<file path="config.mk">
export PLATFORM = sky130hd
export DESIGN_NAME = uart_tx_fifo
export DESIGN_NICKNAME = d
export VERILOG_FILES = /design/src/rtl/uart_tx_fifo.sv
export SDC_FILE = /design/constraint.sdc
export NUM_CORES = 1
export LEC_CHECK = 0
export CORE_MARGIN = 5
export CORE_UTILIZATION = 40
export DETAILED_ROUTE_END_ITERATION = 7
export HOLD_SLACK_MARGIN = 0.1
export PLACE_DENSITY = 0.7
export SLEW_MARGIN = 20
export SYNTH_ARGS = -nofsm -noshare
export SYNTH_HDL_FRONTEND = slang
export SYNTH_SLANG_ARGS = --single-unit
</file>
<file path="constraint.sdc">
create_clock -name clk -period 4.8 [get_ports clk]
set_clock_uncertainty 0.2 [all_clocks]
set_input_delay 0.72 -clock clk [delete_from_list [all_inputs] [get_ports clk]]
set_output_delay 0.72 -clock clk [all_outputs]
set_load 0.05 [all_outputs]
</file>
<file path="src/rtl/uart_tx_fifo.sv">
// Byte FIFO in front of a uart_tx: buffers CPU writes and feeds the transmitter
// one frame at a time, using a start pulse and the transmitter's busy handshake.
module uart_tx_fifo #(
   parameter int unsigned DEPTH = 8,
   parameter int unsigned AW    = $clog2(DEPTH)
) (
   input  logic          clk,
   input  logic          reset,
   input  logic          wr_en,
   input  logic [7:0]    wr_data,
   input  logic          tx_busy,
   output logic          tx_en,
   output logic [7:0]    tx_data,
   output logic          empty,
   output logic          full,
   output logic [AW:0]   level,
   output logic          overflow,
   input  logic          clr_overflow
);

   if ((DEPTH < 2) || (DEPTH > 64) || ((DEPTH & (DEPTH - 1)) != 0)) begin : g_bad_depth
      $error("uart_tx_fifo: DEPTH must be a power of two from 2 to 64");
   end

   localparam logic [AW:0] LevelMax = (AW + 1)'(DEPTH);
   localparam logic [1:0]  TmoLast  = 2'd3;  // four cycles in WaitBusy before giving up

   typedef enum logic [1:0] {
      StIdle,
      StLaunch,
      StWaitBusy,
      StWaitDone
   } state_e;

   // Storage is deliberately not reset; only pointers and level define validity.
   logic [7:0]    mem_q [DEPTH];

   logic [AW-1:0] wr_ptr_q, wr_ptr_d;
   logic [AW-1:0] rd_ptr_q, rd_ptr_d;
   logic [AW:0]   level_q, level_d;
   logic          overflow_q, overflow_d;
   state_e        state_q, state_d;
   logic [1:0]    tmo_q, tmo_d;
   logic          tx_en_q, tx_en_d;
   logic [7:0]    tx_data_q, tx_data_d;

   logic          empty_w;
   logic          full_w;
   logic          pop;
   logic          push;
   logic          drop;

   // Occupancy flags and the enqueue/dequeue/drop decisions for this cycle.
   always_comb begin
      empty_w = (level_q == '0);
      full_w  = (level_q == LevelMax);
      // Dequeue happens on the same edge the FSM leaves Idle for Launch.
      pop     = (state_q == StIdle) && !empty_w && !tx_busy;
      // A write while full still fits if the head leaves on the same edge.
      push    = wr_en && !reset && (!full_w || pop);
      drop    = wr_en && !reset && full_w && !pop;
   end

   // Pointer, level and sticky overflow next-state.
   always_comb begin
      wr_ptr_d   = wr_ptr_q;
      rd_ptr_d   = rd_ptr_q;
      level_d    = level_q;
      overflow_d = overflow_q;

      if (push) begin
         wr_ptr_d = wr_ptr_q + AW'(1);
      end
      if (pop) begin
         rd_ptr_d = rd_ptr_q + AW'(1);
      end

      unique case ({push, pop})
         2'b10:   level_d = level_q + (AW + 1)'(1);
         2'b01:   level_d = level_q - (AW + 1)'(1);
         default: level_d = level_q;
      endcase

      // Clear wins over a drop in the same cycle.
      if (clr_overflow) begin
         overflow_d = 1'b0;
      end else if (drop) begin
         overflow_d = 1'b1;
      end
   end

   // Drain FSM: launch one byte, wait for busy to rise (or time out), wait for it to fall.
   always_comb begin
      state_d   = state_q;
      tmo_d     = tmo_q;
      tx_data_d = tx_data_q;

      unique case (state_q)
         StIdle: begin
            if (pop) begin
               state_d   = StLaunch;
               tx_data_d = mem_q[rd_ptr_q];
            end
         end
         StLaunch: begin
            state_d = StWaitBusy;
            tmo_d   = '0;
         end
         StWaitBusy: begin
            if (tx_busy) begin
               state_d = StWaitDone;
            end else if (tmo_q == TmoLast) begin
               // Transmitter never acknowledged; treat the byte as sent.
               state_d = StIdle;
            end else begin
               tmo_d = tmo_q + 2'd1;
            end
         end
         StWaitDone: begin
            if (!tx_busy) begin
               state_d = StIdle;
            end
         end
         default: state_d = StIdle;
      endcase

      // Start pulse is registered so it is high exactly while in Launch.
      tx_en_d = (state_d == StLaunch);
   end

   // Control state register with synchronous reset.
   always_ff @(posedge clk) begin
      if (reset) begin
         wr_ptr_q   <= '0;
         rd_ptr_q   <= '0;
         level_q    <= '0;
         overflow_q <= 1'b0;
         state_q    <= StIdle;
         tmo_q      <= '0;
         tx_en_q    <= 1'b0;
         tx_data_q  <= 8'h00;
      end else begin
         wr_ptr_q   <= wr_ptr_d;
         rd_ptr_q   <= rd_ptr_d;
         level_q    <= level_d;
         overflow_q <= overflow_d;
         state_q    <= state_d;
         tmo_q      <= tmo_d;
         tx_en_q    <= tx_en_d;
         tx_data_q  <= tx_data_d;
      end
   end

   // Byte storage write port.
   always_ff @(posedge clk) begin
      if (push) begin
         mem_q[wr_ptr_q] <= wr_data;
      end
   end

   assign tx_en    = tx_en_q;
   assign tx_data  = tx_data_q;
   assign empty    = empty_w;
   assign full     = full_w;
   assign level    = level_q;
   assign overflow = overflow_q;

   a_level_bound : assert property (@(posedge clk) disable iff (reset) level_q <= LevelMax);
   a_single_pulse : assert property (@(posedge clk) disable iff (reset) tx_en_q |=> !tx_en_q);

endmodule

</file>
==> metrics.md <==
| Metric | Value |
|---|---|
| CTS Hold Bufs | `0` |
| Share of cells above drive strength 1 | `18.28%` |
| Pwr dens | `511.1 mW/mm2` |
| Vias | `1,953` |
| Post-Syn Instances | `228` |
| Tmin final | `3188 ps` |
| Lkg Pwr | `0.001321 uW` |
| Dominant cell type by area after synthesis | `edfxtp_1` |
| Post-synth EDFFs | `64` |
| Initial antenna violation count | `0` |
| Initial DRC count | `approximately 70` |
| R2r setup slk | `2150 ps` |
| Final nets | `between 200 and 300` |
| PostCTS Resize Cnt | `0` |
| Final setup vio count | `0` |
| CTS tree | `built` |
| Clk root buf | `clkbuf_8` |
| Placed cell area | `0.003971 mm2` |
| Die height | `104.6 um` |
| DRC | `0` |
| Post-Route Hold Slack | `289.0 ps` |
| Post-synth top cells | `64 x edfxtp_1, 24 x dfxtp_1, 23 x nor2_1` |
| Initial Util | `41.00%` |
| Post-Synth Simple-Gate Area | `9.307%` |
| Setup TNS | `0 ps` |
| WP data arrival | `around 2300 ps` |
| Final hold viol count | `0` |
| Reg-to-Reg End | `mem_q[7][7]` |
| Post-synth top flop | `edfxtp_1` |
| Design Area, Final | `0.004154 mm2` |
| Num CTS Buffers | `9` |
| Largest net degree at the start of global routing | `22` |
| Syn Nets | `245` |
| Slew margin rel. | `around two fifths` |
| Hold WC Path Type | `register to register` |
| RePlAce Congestion | `around 0.73` |
| Drt pass-1 iters | `4` |
| Fmax | `313.7 MHz` |
| Drt via density | `5.194` |
| Adder-Cell Fraction of Synth Area | `under 10%` |
| Mapped Area | `0.003576 mm2` |
| Multiplexer share of the synthesized area | `13.79%` |
| Antenna cells | `0` |
| Ranking of synthesized cells by area | `edfxtp_1 54%, dfxtp_1 13%, mux4_2 10%, mux2i_1 3.1%, nor2_1 2.4%` |
| Crit path launch | `level[3]` |
| Synthesis-stage register bit count | `88` |
| Routed Antenna Nets | `0` |
| DR WL/cell | `16.80 um` |
| Core region area | `0.008721 mm2` |
| Crit-path max FO | `8` |
| Gr usage total | `roughly an eighth` |
| Max VDD drop | `204.5 uV` |
| Die Footprint | `0.01093 mm2` |
| Worst Setup EP | `empty` |
| Gr ovfl total | `0` |
| Bufs on Longest Clock Path | `2` |
| Final std cells w/o fill | `376` |
| Final Total Pwr | `2123 uW` |
| DP Wirelength | `roughly 4400 um` |
| Synth cell types | `between 40 and 50` |
| Routed wire length | `6316 um` |
| Critical path endpoint category | `output port` |
| Final Max Slew Viols | `0` |
| Post-Synth XOR/XNOR Area | `1.225%` |
| Asr flop ratio synth | `0%` |
| Worst-Margin Slew | `910.4 ps` |
| Clock transition at path regs | `100 ps` |
| Fin crit share | `66.41%` |
| Number of global-route vias before repair | `2,035` |
| Worst endpoint required time | `3880 ps` |
| Reg2reg path depth | `4` |
| Main combinational cell family by area after synthesis | `multiplexers` |
| YS warnings | `0` |
| Critical Path Source Type | `register` |
| Post-synthesis compound-gate area fraction | `4.829%` |
| Synth top area share | `between 50% and 60%` |
| Die W | `104.6 um` |
| RSZ-0062 raised after global routing | `no` |
| CTS sink cnt | `88` |
| Worst skew pair latency | `360 ps` |
| CTS HTree Levels | `3` |
| Max-cap violations | `0` |
| First-pass GRT wire length | `roughly 10,000 um` |
| IO buf count | `28` |
| Type of the worst setup path | `register to output port` |
| Reg2Reg Launch Point | `state_q[1]` |
| Synth-to-layout area growth | `16.17%` |
| Dpl cells | `360` |
| Top Ports | `29` |
| # rows | `34` |
| Mean Syn Cell Area | `around 16 um2` |
| Total setup buffers inserted after CTS | `0` |
| Count leader, synth | `edfxtp_1` |
| Post-synthesis sequential area ratio | `between 60% and 70%` |
| Status | `complete, no violations` |
-- critical path: stages (launching register included) --
cell,delay (ps)
dfxtp_1,410
or4_4,600
clkinv_2,100
clkdlybuf4s50_1,800
-- per-stage QoR --
step	utilization, %	setup WS (ps)
finish	47.63	1612
floorplan	-	1828
global route	47.63	1496
detailed placement	45.54	1263
CTS	47.63	1590
global placement	45.54	1353
-- how the worst min path moves through the flow --
| stage | from | to | cells past startpoint |
|---|---|---|---|
| after floorplan | tmo_q[1] | tmo_q[1] | 2 |
| after global placement | tmo_q[1] | tmo_q[1] | 2 |
| after detailed placement | tmo_q[1] | tmo_q[1] | 2 |
| after CTS | tmo_q[1] | tmo_q[1] | 2 |
| after global routing | tmo_q[1] | tmo_q[1] | 2 |
| final | tmo_q[1] | tmo_q[1] | 2 |
-- layout by cell type (no fill, tap or decap), drive strengths merged, types with 2 or more instances in the layout --
| cell | instances |
|---|---|
| edfxtp | 64 |
| nand2 | 12 |
| mux2i | 11 |
| nor2 | 24 |
| xor2 | 2 |
| clkbuf | 9 |
| inv | 6 |
| clkdlybuf4s50 | 28 |
| a21oi | 6 |
| ha | 4 |
| nand2b | 9 |
| clkinv | 2 |
| nor3 | 10 |
| a211oi | 10 |
| nor2b | 2 |
| mux2 | 2 |
| o21ai | 2 |
| a31oi | 2 |
| dfxtp | 24 |
| buf | 7 |
| xnor2 | 3 |
| mux4 | 16 |
-- flip-flops by register name, indices dropped and copies added (netlist names) --
name / flops
overflow: 1
state_q: 2
mem_q: 64
tx_en: 1
tmo_q: 2
wr_ptr_q: 3
tx_data: 8
rd_ptr_q: 3
level: 4
-- report_power, final --
group          switching (uW)  leakage (uW)  internal [uW]
sequential               59.4      0.000774            880
clock                     274     0.0000929            198
combinational             422      0.000454            290
-- per-layer routing --
layer	track usage, %	routed length (um)	vias up	part of all wire [%]
li1	-	-	946	-
met3	3.761	275	12	4.4
met5	0	0	-	0
met4	4.348	110	0	1.7
met2	20.81	3196	39	51
met1	14.55	2733	956	43
-- cell type report --
| cell class | instances | area, um2 |
|---|---|---|
| Clock buffer | 9 | 123.9 |
| Clock inverter | 7 | 58.81 |
| Fill cell | 758 | 4567 |
| Inverter | 2 | 8.758 |
| Multi-Input combinational cell | 127 | 1092 |
| Sequential cell | 88 | 2402 |
| Tap cell | 108 | 135.1 |
| Timing Repair Buffer | 35 | 332.8 |
-- cells by family after synthesis --
group                    count (synthesis)
buffers and inverters                   13
adder cells (fa/ha/maj)                  4
multiplexers                            29
flip-flops                              88
AO/OA/AOI/OAI                           24
AND/OR/NAND/NOR                         65
XOR/XNOR                                 5
(Power assumes the default switching activity.)
